==> src/rtl/pipe_ctrl.sv <==
// Pipeline sequencing controller: fetch/decode enables, bubble injection on jumps, load-use and memory stalls.
// Outputs are combinational from state and inputs (zero latency); a pending memory access holds both latches until mem_ready.
module pipe_ctrl #(
    parameter int FLUSH_CYCLES = 2,
    parameter int MEM_TIMEOUT  = 255
) (
    input  logic        clk,
    input  logic        reset,
    input  logic        dec_valid,
    input  logic [5:0]  sel_a_dec,
    input  logic [4:0]  sel_b_dec,
    input  logic        uses_b_dec,
    input  logic [5:0]  sel_out_ex,
    input  logic        ex_is_load,
    input  logic        jmp_taken,
    input  logic        lam_new,
    input  logic        mem_ready,
    output logic        fetch_en,
    output logic        dec_en,
    output logic        dec_flush,
    output logic        pc_load,
    output logic        mem_err,
    output logic [15:0] stall_cycles
);

    typedef enum logic [1:0] {
        ST_RUN      = 2'd0,
        ST_FLUSH    = 2'd1,
        ST_MEM_WAIT = 2'd2,
        ST_ERROR    = 2'd3
    } state_t;

    localparam logic [1:0] FCNT_INIT = 2'(FLUSH_CYCLES - 1);
    localparam logic [9:0] TCNT_LAST = 10'(MEM_TIMEOUT);

    state_t     state, state_nxt;
    logic [1:0] fcnt, fcnt_nxt;
    logic [9:0] tcnt, tcnt_nxt;
    logic       err_set;
    logic       hazard;

    // Source B is only 5 bits wide, so it can never name the upper half of the register file.
    assign hazard = dec_valid && ex_is_load && (sel_out_ex != 6'd0) &&
                    ((sel_a_dec == sel_out_ex) ||
                     (uses_b_dec && ({1'b0, sel_b_dec} == sel_out_ex)));

    always_ff @(posedge clk) begin
        if (reset) begin
            state        <= ST_RUN;
            fcnt         <= 2'd0;
            tcnt         <= 10'd0;
            mem_err      <= 1'b0;
            stall_cycles <= 16'd0;
        end else begin
            state   <= state_nxt;
            fcnt    <= fcnt_nxt;
            tcnt    <= tcnt_nxt;
            mem_err <= mem_err | err_set;
            if (!fetch_en && (stall_cycles != 16'hFFFF))
                stall_cycles <= stall_cycles + 16'd1;
        end
    end

    always_comb begin
        state_nxt = state;
        fcnt_nxt  = fcnt;
        tcnt_nxt  = tcnt;
        err_set   = 1'b0;
        case (state)
            ST_RUN: begin
                if (jmp_taken) begin
                    if (FLUSH_CYCLES > 1) begin
                        state_nxt = ST_FLUSH;
                        fcnt_nxt  = FCNT_INIT;
                    end
                end else if (lam_new && !mem_ready) begin
                    state_nxt = ST_MEM_WAIT;
                    tcnt_nxt  = 10'd1;
                end
            end
            ST_FLUSH: begin
                if (jmp_taken) begin
                    fcnt_nxt = FCNT_INIT;
                end else if (fcnt <= 2'd1) begin
                    state_nxt = ST_RUN;
                    fcnt_nxt  = 2'd0;
                end else begin
                    fcnt_nxt = fcnt - 2'd1;
                end
            end
            ST_MEM_WAIT: begin
                if (mem_ready) begin
                    state_nxt = ST_RUN;
                    tcnt_nxt  = 10'd0;
                end else begin
                    tcnt_nxt = tcnt + 10'd1;
                    // tcnt lags the cycle count by one because the lam_new cycle is spent in RUN.
                    if ((tcnt + 10'd1) == TCNT_LAST) begin
                        state_nxt = ST_ERROR;
                        err_set   = 1'b1;
                    end
                end
            end
            ST_ERROR: begin
                state_nxt = ST_ERROR;
            end
            default: begin
                state_nxt = ST_RUN;
            end
        endcase
    end

    always_comb begin
        fetch_en  = 1'b1;
        dec_en    = 1'b1;
        dec_flush = 1'b0;
        pc_load   = 1'b0;
        if (reset) begin
            fetch_en  = 1'b0;
            dec_en    = 1'b0;
            dec_flush = 1'b1;
        end else begin
            case (state)
                ST_RUN: begin
                    if (jmp_taken) begin
                        pc_load   = 1'b1;
                        dec_flush = 1'b1;
                    end else if (lam_new) begin
                        if (!mem_ready) begin
                            fetch_en = 1'b0;
                            dec_en   = 1'b0;
                        end
                    end else if (hazard) begin
                        fetch_en  = 1'b0;
                        dec_flush = 1'b1;
                    end
                end
                ST_FLUSH: begin
                    dec_flush = 1'b1;
                    pc_load   = jmp_taken;
                end
                ST_MEM_WAIT: begin
                    fetch_en = mem_ready;
                    dec_en   = mem_ready;
                end
                default: begin
                    fetch_en = 1'b0;
                    dec_en   = 1'b0;
                end
            endcase
        end
    end

endmodule

==> config.mk <==
export PLATFORM = sky130hd
export DESIGN_NAME = pipe_ctrl
export DESIGN_NICKNAME = d
export VERILOG_FILES = /design/src/rtl/pipe_ctrl.sv
export SDC_FILE = /design/constraint.sdc
export NUM_CORES = 1
export LEC_CHECK = 0
export BUFFER_PORTS_ARGS = -buffer_cell sky130_fd_sc_hd__buf_2
export CAP_MARGIN = 30
export CORE_MARGIN = 3
export CORE_UTILIZATION = 47
export CTS_CLUSTER_DIAMETER = 80
export DETAILED_ROUTE_END_ITERATION = 10
export PLACE_DENSITY = 0.83
export SKIP_CTS_REPAIR_TIMING = 1
export SLEW_MARGIN = 20
export SYNTH_ARGS = -nofsm -noshare
export SYNTH_HDL_FRONTEND = slang
export SYNTH_SLANG_ARGS = --single-unit
export TNS_END_PERCENT = 20
==> constraint.sdc <==
create_clock -name clk -period 2.42 [get_ports clk]
set_clock_uncertainty 0.1 [all_clocks]
set_input_delay 0.121 -clock clk [delete_from_list [all_inputs] [get_ports clk]]
set_output_delay 0.121 -clock clk [all_outputs]
set_load 0.01 [all_outputs]
# ---- Yosys cells after proc, flatten, opt, wreduce, memory -nomap -nowiden
# Index checks and enable logic that the tools add are counted.
dict set report classes {
  mux 36
  n_addsub 3
  n_bitwise 1
  order_cmp 1
  n_reduce_logical 16
  eq_ne 14
}
# op n
set op_table {}
lappend op_table {{10-bit two-way mux} 3}
lappend op_table {{10-bit one-hot mux with 2 select lines} 1}
lappend op_table {{2-bit two-way mux} 9}
lappend op_table {{1-bit two-way mux} 17}
lappend op_table {{16-bit by 1-bit adder with 16-bit output, second input constant} 1}
lappend op_table {{16-bit inequality test, second input constant} 1}
lappend op_table {{10-bit by 1-bit adder with 10-bit output, second input constant} 1}
lappend op_table {{10-bit by 8-bit equality test with 1-bit output, second input constant} 1}
lappend op_table {{2-bit inequality test, second input constant} 5}
lappend op_table {{2-bit one-hot mux with 4 select lines} 1}
lappend op_table {{5-bit by 6-bit equality test with 1-bit output} 1}
lappend op_table {{6-bit equality test} 1}
lappend op_table {{1-bit logical AND} 6}
lappend op_table {{3-bit inequality test, second input constant} 2}
lappend op_table {{1-bit one-hot mux with 3 select lines} 2}
lappend op_table {{6-bit nonzero test} 1}
lappend op_table {{2-bit equality test, second input constant} 2}
lappend op_table {{1-bit one-hot mux with 2 select lines} 2}
lappend op_table {{2-bit one-hot mux with 2 select lines} 1}
lappend op_table {{4-bit AND reduction} 1}
lappend op_table {{2-bit nonzero test} 2}
lappend op_table {{3-bit AND reduction} 1}
lappend op_table {{2-bit by 1-bit equality test with 1-bit output, second input constant} 1}
lappend op_table {{2-bit by 1-bit <= comparator with 1-bit output, second input constant} 1}
lappend op_table {{other kinds (6)} 7}
dict set report totals {
  register_bits 31
  inputBits 25
  wordCells 76
}

# ---- Depth between registers and ports, before layout
# Gate-level depths: netlist of the first run.
dict set report logic_depth {
  depth_word 11
  depth_mapped 8
  ltp_nobuf 7
}

# ---- Worst setup path after synthesis of the first run
# OpenSTA, ideal clock, no wires.
dict set report synth_path {
  kind {register -> register}
  start {register state[1]}
  end {register stall_cycles[15]}
  arrival_ns 2.043
  slack_ns 0.156
  stages_incl_launch_ff 8
  setup_ns 0.121
  period_less_slack_ns 2.264
  cell_sequence {dfxtp_1 buf_6 nor2b_4 a211o_1 or3_1 o22a_1 nor4_1 mux2_2}
}
dict set report synth_via {
  elab_chain_len 5
}
# item line
set synth_lines {}
lappend synth_lines {{start, declared} 36} ;# state_t state, state_nxt;
lappend synth_lines {{start signal, assigned} 55} ;# state <= state_nxt;
lappend synth_lines {{2-bit equality test, or another cell as far along} 123} ;# case (state)
lappend synth_lines {{1-bit one-hot mux with 3 select lines *} 123}
lappend synth_lines {{1-bit two-way mux *} 118} ;# if (reset) begin
lappend synth_lines {{1-bit zero test *} 59} ;# if (!fetch_en && (stall_cycles != 16'hFFFF))
lappend synth_lines {{1-bit logical AND *} 59}
lappend synth_lines {{end signal, assigned} 60} ;# stall_cycles <= stall_cycles + 16'd1;
lappend synth_lines {{end, declared} 23} ;# output logic [15:0] stall_cycles
# Every way passes the cells marked *; elsewhere a longest branch is shown, timed or not.
# A chain may end at the register's enable or synchronous reset.

# ---- Worst setup path in the final report of the first run
dict set report layout_path {
  start {register state[0]}
  end {register stall_cycles[8]}
}
# The elaborated chain is that of the path after synthesis.

==> impl_metrics.yaml, run 1 <==
layout:
  fin_util_pct: 62.5
  nets: 308
  layout_common_cells: "buf_2, dfxtp_1, nor2_1, nand2_1, a21oi_1"
  n_fill_cell: 299
  regArea_um2: 621
  multi_input_area_mm2: 0.00108
  diodes: 0
  drive_gt1_share_pct: 23.9
  syn_to_final_growth_pct: 23.2
  layout_commonest_cell: "buf_2"
timing:
  final_hold_viol_count: 0
  report.final.slew_viol_count: 0
  timing.final.crit_share_pct: 96.1
  setup-tns-final_ns: 0
  setup_violations: 0
  rsz0062_at_grt: "false"
  max_freq_mhz: 430
  finalCriticalPeriod_ns: 2.33
  worst_slew_pin_slew_ns: 0.619
  slew_headroom_pct: 58.4
synth:
  ys.flop_type: "dfxtp_1"
  synth-edff-count: 0
  yosysSeqAreaShare_pct: 35.0
  ys_warn_count: 0
  synthArstFlopShare_pct: 0
  syn_avg_cell_area_um2: 7.81
  synthCells: 227
  synth_top_area_share_pct: 35.0
  synthDistinctLibCells: 42
  yosys.area.top_type: "dfxtp_1"
  yosys-top-cells-area: "dfxtp_1, xor2_1, a21oi_1, nor2_1, nand2_1"
  synth_nets: 255
  ys_ff_latch: 31
  synth_area_mm2: 0.00177
detailed_routing:
  drtIter0Drc: 67
  routed_via_density: 5.62
  antenna_left: 0
  via_count: 1832
  routed_wl_mm: 4.39
  wl_per_cell_um: 13.5
  post-route-drc-count: 0
  drtPass1Iterations: 4
setup_path:
  startpoint_type: "flop"
  crit_path_end_kind: "flop"
  crit_fanout: 14
  timing.rr.end: "stall_cycles[8]"
  crit_chain: "nor2b_1 > a211o_1 > or3_1 > o22a_2 > buf_4 > or3_1 > a21oi_1"
  critPathRequiredTime_ns: 2.53
  path_buf_inv: 1
  critical_path_class: "reg2reg"
  arrival_ns: 2.44
  r2r_cells: 7
  cpMostUsedCell: "or3_1"
  cp_top_family: "simple AND/OR/NAND/NOR gates"
  r2r_start: "state[0]"
  r2r_setup_slack_ns: 0.09
  crit_path_top_delay_cell: "or3_1"
  crit_path_max_incr_delay_ns: 0.36
grt:
  grt_pass1_wl_mm: 6.94
  antenna_found_initial: 0
  grt_pass1_vias: 1592
  grt_max_degree: 29
  grt_use_total_pct: 19.7
  gr-total-overflow: 0
clocking:
  cts_tree: "done"
  cts-root-buf: "clkbuf_8"
  clkTransAtPathRegs_ns: 0.06
  clkLatencyLatePin_ns: 0.28
  numCtsBuffers: 5
  h-tree-depth: 2
  clockBufferDepth: 2
  cts_num_sinks: 31
min_path:
  hold_path.class: "in2reg"
  worstHoldStart: "mem_ready"
  worstHoldPathCells: 4
  hold_path_end: "state[0]"
floorplan:
  die-area_mm2: 0.00455
  start_util_pct: 50.7
  die_w_um: 67.4
  placementRows: 21
  die_h_um: 67.4
  core_mm2: 0.00349
  num_io_pins: 46
placed_design:
  dp_hpwl_mm: 3.18
  place.gp.congestion: 0.799
  port_buffers: 45
job:
  drv_cap: 0
run_status:
  status: "finished, final reports clean"
pwr:
  leakagePower_nw: 0.908
  p_per_area_mw_per_mm2: 496
  ir_worst_vdd_v: 0.000376
==> sequential cells by signal, indices dropped and copies added (netlist names) <==
signal	flops
tcnt	10
state	2
fcnt	2
stall_cycles	16
mem_err	1
==> report_power, final <==
part / leakage, nW / switching (mW) / internal, mW
clock: 0.0470 / 0.186 / 0.223
sequential: 0.251 / 0.00967 / 0.520
combinational: 0.610 / 0.0804 / 0.0637
total: 0.908 / 0.276 / 0.807
==> metrics by stage <==
step           area, um2  cells  setup WS (ns)  power, mW  hold slack, ns
4_1_cts             2180    326         0.0461       1.09           0.117
2_1_floorplan       1770    227          0.156      0.623           0.204
3_5_place_dp        2100    319         0.0633      0.684           0.357
3_3_place_gp        2100    319          0.115      0.680           0.346
5_1_grt             2180    326         0.0170       1.13           0.150
6_report            2180    326         0.0934       1.08           0.120
==> layer usage <==
metal / global-route usage (%) / share of wire, % / up-vias
met5: 0 / 0 / -
met4: 10.1 / 1.7 / 0
met3: 3.83 / 6.1 / 9
met2: 32.4 / 45 / 58
met1: 24.3 / 47 / 835
li1: - / - / 930
==> cells by family (layout without fill, tap and decap cells) <==
family | count (synthesis) | in the layout | share of synthesized area [%]
AND/OR/NAND/NOR | 99 | 99 | 28.6
AO/OA/AOI/OAI | 58 | 58 | 20.9
flip-flops | 31 | 31 | 35.0
buffers and inverters | 18 | 71 | 4.31
XOR/XNOR | 16 | 16 | 7.90
adder cells (fa/ha/maj) | 3 | 3 | 2.12
multiplexers | 2 | 2 | 1.20
==> worst max path at each step <==
stage          startpoint          endpoint  slack (ns)  cells after the start
6_report         state[0]   stall_cycles[8]        0.09                      7
5_1_grt          state[0]  stall_cycles[15]        0.02                      6
4_1_cts          state[0]   stall_cycles[8]        0.05                      7
3_5_place_dp     state[0]   stall_cycles[8]        0.06                      7
3_3_place_gp     state[0]  stall_cycles[15]        0.11                      6
2_1_floorplan    state[1]  stall_cycles[15]        0.16                      7
==> worst min-delay path, stage by stage <==
cell,delay [ns]
buf_2,0.14
inv_1,0.07
nand2_1,0.06
a211oi_1,0.06
==> layout make-up <==
class,count,area share (%)
Inverter,7,1.20
Clock inverter,1,0.229
Sequential cell,31,28.4
Multi-Input combinational cell,178,49.3
Clock buffer,6,3.78
Timing Repair Buffer,57,14.4
Tap cell,46,2.63
==> synthesized netlist by cell type, drive strengths merged, types with 2 or more instances <==
cell type	n
o211a	2
and2	4
o21a	3
nand3	10
nor2b	3
dfxtp	31
clkbuf	7
nor2	24
ha	3
or3	8
nand2	20
a22oi	2
nor3b	3
xor2	15
nand4	6
inv	7
a41oi	2
nor4	7
buf	4
o21ai	14
a311oi	2
or4	4
a211oi	2
and3	2
nor3	7
a21oi	19
a211o	2
o31ai	4
(Power assumes the default switching activity.)
==> inputs of run 2 (changes only) <==
ABC_AREA = 1   (was default)
CORE_UTILIZATION = 49   (was 47)
PLACE_DENSITY = 0.84   (was 0.83)
==> run 2 against run 1 <==
Total power is 0.70% lower. Sequential power hardly changed. Sequential share of layout area is 2.2 points lower. Synthesized cell count is 41% higher. Wire length is 6.6% higher. Combinational power is 5% higher. Clock-buffer cell count is 1 higher. Synthesized area is 13% higher. Cell count is 29% higher. Global-route usage is 0.67 points higher. Critical endpoint is now stall_cycles[0]. Largest cell class unchanged.
==> impl_metrics.yaml, run 2 <==
run_status:
  status: "finished, final reports clean"
synth:
  yosys-top-cells-area: "dfxtp_1, nand2_1, nand3_1, nor2_1, a21oi_1"
  synth_area_mm2: 0.00201
  ys.flop_type: "dfxtp_1"
  ys_warn_count: 0
  yosys.area.top_type: "dfxtp_1"
  synthArstFlopShare_pct: 0
  synthDistinctLibCells: 27
  yosysSeqAreaShare_pct: 30.9
  synth_top_area_share_pct: 30.9
  synthCells: 321
  synth-edff-count: 0
  synth_nets: 349
  synthMostInstantiatedCell: "nand2_1"
  syn_avg_cell_area_um2: 6.26
  synthTopCellsByCount: "nand2_1, nor2_1, nand3_1, inv_1, dfxtp_1"
  ys_ff_latch: 31
timing:
  report.final.slew_viol_count: 0
  max_freq_mhz: 527
  slew_headroom_pct: 75.3
  timing.final.crit_share_pct: 78.3
  worst_slew_pin_slew_ns: 0.367
  rsz0062_at_grt: "false"
  finalCriticalPeriod_ns: 1.90
  setup_violations: 0
  setup-tns-final_ns: 0
  finalWorstSetupSlack_ns: 0.524
  final_hold_viol_count: 0
setup_path:
  crit_chain: "ha_1 > nand2_1 > inv_2 > nand2_2 > inv_2 > nand3_1 > clkinv_1 > nand4_2 > nand2_4 > inv_1 > nor2_1 > nor2_1"
  crit_path_end_kind: "flop"
  crit_fanout: 17
  critPathRequiredTime_ns: 2.49
  r2r_cells: 12
  startpoint_type: "flop"
  crit_path_top_delay_cell: "dfxtp_1"
  r2r_start: "stall_cycles[0]"
  r2r_setup_slack_ns: 0.52
  crit_path_max_incr_delay_ns: 0.40
  arrival_ns: 1.97
  critical_path_class: "reg2reg"
  timing.rr.end: "stall_cycles[0]"
detailed_routing:
  routed_via_density: 5.07
  post-route-drc-count: 0
  routed_wl_mm: 4.68
  drtPass1Iterations: 4
  drtIter0Drc: 146
  wl_per_cell_um: 11.2
  antenna_left: 0
  via_count: 2125
min_path:
  worstHoldStart: "mem_ready"
  hold_path.class: "in2reg"
  hold_path_end: "tcnt[1]"
  worstHoldPathCells: 4
layout:
  layout_common_cells: "nand2_1, buf_2, nor2_1, nand3_1, inv_1"
  drive_gt1_share_pct: 17.0
  layout_commonest_cell: "nand2_1"
  largest-register: "stall_cycles"
  diodes: 0
  syn_to_final_growth_pct: 17.6
  fin_util_pct: 62.2
  nets: 398
  largest_reg_flops: 16
  top_regs: "stall_cycles: 16 flops, tcnt: 10 flops"
clocking:
  numCtsBuffers: 5
  clockBufferDepth: 2
  cts_tree: "done"
  clkLatencyLatePin_ns: 0.28
  clkTransAtPathRegs_ns: 0.06
  cts_num_sinks: 31
  h-tree-depth: 2
  cts-root-buf: "clkbuf_8"
floorplan:
  placementRows: 22
  num_io_pins: 46
  core_mm2: 0.00380
  die_w_um: 70.0
  die-area_mm2: 0.00491
  start_util_pct: 52.9
  die_h_um: 70.0
grt:
  gr-total-overflow: 0
  gr-usage-met3_pct: 5.32
  grt_max_degree: 28
  grt_pass1_wl_mm: 8.31
  grt_use_total_pct: 20.4
  grt_pass1_vias: 1960
  antenna_found_initial: 0
  use_met2_pct: 34.8
  met1_usage_pct: 24.0
  grt-busiest-layer: "met2"
job:
  drv_cap: 0
placed_design:
  dp_hpwl_mm: 3.50
  pre_cts_slack_ns: 0.529
  port_buffers: 45
  place.gp.congestion: 0.879
pwr:
  leakagePower_nw: 1.10
  ir_worst_vdd_v: 0.000337
  p_per_area_mw_per_mm2: 455
-- run 2: cell count changes in the layout (fill, tap and decap cells not counted), sizes merged, moves of 6 or more --
cell,before,now
buf,57,48
nor2,24,45
nor4,7,0
nand2,20,86
or3,8,0
inv,7,41
o21ai,14,6
a21oi,19,28
nand3,10,40
xnor2,1,7
nor3,7,1
-- run 2: worst max path at each step --
stage	start	end	slack (ns)	depth (start not counted)
floorplan	stall_cycles[0]	stall_cycles[7]	0.66	12
global placement	stall_cycles[0]	stall_cycles[1]	0.60	12
detailed placement	stall_cycles[0]	stall_cycles[1]	0.53	12
CTS	stall_cycles[0]	stall_cycles[1]	0.52	12
global route	stall_cycles[0]	stall_cycles[0]	0.31	12
finish	stall_cycles[0]	stall_cycles[0]	0.52	12
-- run 2: cells by family after synthesis --
group                    share of synthesized area, %
AO/OA/AOI/OAI                                    10.0
buffers and inverters                            9.59
adder cells (fa/ha/maj)                          1.87
flip-flops                                       30.9
AND/OR/NAND/NOR                                  38.5
XOR/XNOR                                         9.15
-- run 2: report_power, final --
group	switching [mW]	internal, mW
clock	0.189	0.201
sequential	0.0121	0.521
combinational	0.0947	0.0565
-- run 2: worst max-delay path: cells and delay by family (launching register included) --
family	cells	cell delay (ns)
DFF	1	0.40
and+or+nand+nor	7	0.81
adders and majority gates	1	0.20
buffers and inverters	4	0.27
-- run 2: per-stage QoR --
stage | cell area, um2 | cells | power [mW] | hold slack [ns]
after CTS | 2360 | 419 | 1.09 | 0.0531
after global routing | 2360 | 419 | 1.14 | 0.0857
after detailed placement | 2280 | 411 | 0.696 | 0.353
final | 2360 | 419 | 1.07 | 0.0800
after floorplan | 2010 | 321 | 0.642 | 0.187
after global placement | 2280 | 411 | 0.690 | 0.341
-- run 2: layer usage --
metal  part of all wire [%]  vias to the layer above
met5                      0                        -
met4                    1.2                        0
met3                    4.4                        6
met2                     50                       48
met1                     44                      951
li1                       -                     1120
-- run 2: layout make-up --
class	instances	area, um2
timing repair buffer	48	248
tap	48	60.1
clock inverter	1	5.00
sequential	31	621
inverter	42	158
fill	375	1440
clock buffer	7	76.3
multi-input combinational	242	1200
==> inputs of run 3 (changes only) <==
ABC_AREA = 0   (was 1)
CORE_UTILIZATION = 47   (was 49)
PLACE_DENSITY = 0.83   (was 0.84)
clock period = 1.7 ns   (was 2.42 ns; I/O delays follow)
==> run 3 against run 2 <==
Setup slack got worse by 1.0 ns. Non-clock buffer count grew 52. Critical endpoint is now stall_cycles[7]. Largest power group unchanged. Total power rose by 51%. Die area fell by 7.3%. First-iteration DRC count shrank 20%. Global-route usage grew 1.1 points. Clock power rose by 51%. Flip-flop and latch count stayed put. The flow now finishes with violations (negative setup slack). Core utilization rose by 14 points. Critical path type unchanged.
==> impl_metrics.yaml, run 3 (synthesis gave the netlist of run 1 again) <==
run_status:
  status: "finished, violations left"
  violations: "negative setup slack"
layout:
  syn_to_final_growth_pct: 50.3
  layout_common_cells: "buf_4, buf_2, dfxtp_1, nor2_1, nand2_1"
  largest-register: "stall_cycles"
  diodes: 0
  nets: 352
  drive_gt1_share_pct: 42.0
  top_regs: "stall_cycles: 16 flops, tcnt: 10 flops"
  layout_commonest_cell: "buf_4"
  n_fill_cell: 238
  largest_reg_flops: 16
floorplan:
  die_h_um: 67.4
  core_mm2: 0.00349
  die-area_mm2: 0.00455
  placementRows: 21
  die_w_um: 67.4
  num_io_pins: 46
  start_util_pct: 50.7
setup_path:
  crit_chain: "nor2b_4 > a211o_1 > or3_4 > o22a_4 > or4_4 > a21oi_2"
  critPathRequiredTime_ns: 1.82
  crit_path_top_delay_cell: "or4_4"
  critical_path_class: "reg2reg"
  r2r_cells: 6
  crit_path_end_kind: "flop"
  startpoint_type: "flop"
  crit_path_max_incr_delay_ns: 0.50
  arrival_ns: 2.31
  crit_fanout: 5
timing:
  max_freq_mhz: 457
  setup-tns-final_ns: -6.88
  rsz0062_at_grt: "true"
  worst_slew_pin_slew_ns: 0.475
  report.final.slew_viol_count: 0
  slew_headroom_pct: 68.1
  timing.hold.ws_ns: 0.161
  finalWorstSetupSlack_ns: -0.488
  setup_violations: 18
  timing.final.crit_share_pct: 129
  finalCriticalPeriod_ns: 2.19
  final_hold_viol_count: 0
detailed_routing:
  routed_via_density: 5.81
  via_count: 2148
  routed_wl_mm: 5.57
  antenna_left: 0
  drtIter0Drc: 117
  post-route-drc-count: 0
  drtPass1Iterations: 4
  wl_per_cell_um: 15.1
grt:
  grt_pass1_wl_mm: 7.44
  gr-total-overflow: 0
  grt_use_total_pct: 21.4
  grt_max_degree: 29
  antenna_found_initial: 0
  grt_pass1_vias: 1808
pwr:
  internal_power_mw: 1.20
  power_frac_seq_pct: 46.3
  switching_power_uw: 428
  p_total_mw: 1.62
  clockPowerShare_pct: 36.1
  combPwrFrac_pct: 17.5
  netSwitchingFraction_pct: 26.4
  ir_worst_vdd_v: 0.000524
  leakagePower_nw: 1.16
  p_per_area_mw_per_mm2: 609
job:
  drv_cap: 0
placed_design:
  pre_cts_slack_ns: -0.573
  port_buffers: 45
  dp_hpwl_mm: 3.48
  place.gp.congestion: 0.793
clocking:
  h-tree-depth: 2
  clockBufferDepth: 2
  clkTransAtPathRegs_ns: 0.06
  numCtsBuffers: 5
  cts_tree: "done"
  clkLatencyLatePin_ns: 0.28
  cts_num_sinks: 31
  cts-root-buf: "clkbuf_8"
min_path:
  worstHoldPathCells: 4
  hold_path.class: "in2reg"
run 3: changes by cell type in the layout (fill, tap and decap cells not counted), moves of 12 or more:
cell / delta
nand2_1: -64
nor2_1: -22
inv_1: -30
a21oi_1: -12
nand3_1: -30
buf_4: +49
run 3: power groups by stage:
| stage | Clock [mW] | Sequential, mW | Combinational (mW) |
|---|---|---|---|
| 6_report | 0.587 | 0.753 | 0.285 |
| 5_1_grt | 0.621 | 0.754 | 0.309 |
| 4_1_cts | 0.592 | 0.750 | 0.250 |
| 3_5_place_dp | 0 | 0.766 | 0.247 |
| 3_3_place_gp | 0 | 0.765 | 0.240 |
| 2_1_floorplan | 0 | 0.775 | 0.111 |
run 3: layout make-up:
type	count	area [um2]	area share (%)
timing repair buffer	100	649	24.4
sequential	31	628	23.6
inverter	7	26.3	0.986
clock buffer	6	82.6	3.10
tap	46	57.6	2.16
clock inverter	1	5.00	0.188
multi-input combinational	179	1220	45.6
run 3: worst max-delay path, delay by kind of cell, from the launching register on:
kind	cells	cell delay (ns)
AOI/OAI and AO/OA	3	0.65
DFF	1	0.34
and+or+nand+nor	3	1.04
run 3: path summary, 6_finish.rpt:
path | endpoint | slack, ns | startpoint
max | stall_cycles[7] | -0.49 | state[1]
min | tcnt[0] | 0.16 | mem_ready
max reg2reg | stall_cycles[7] | -0.49 | state[1]
min reg2reg | fcnt[1] | 0.37 | fcnt[1]
run 3: through the flow:
stage / util [%] / std cells / cell area (um2)
2_1_floorplan: - / 227 / 1770
3_3_place_gp: 69.0 / 361 / 2410
3_5_place_dp: 69.0 / 361 / 2410
4_1_cts: 71.5 / 368 / 2500
5_1_grt: 76.3 / 370 / 2670
6_report: 76.3 / 370 / 2670
run 3: metal layers:
layer	routed length, um	global-route usage (%)	up-vias	part of all wire [%]
li1	-	-	1022	-
met2	2760	38.4	91	49
met4	135	7.85	0	2.4
met1	2290	24.7	1018	41
met3	390	4.83	17	7.0
met5	0	0	-	0
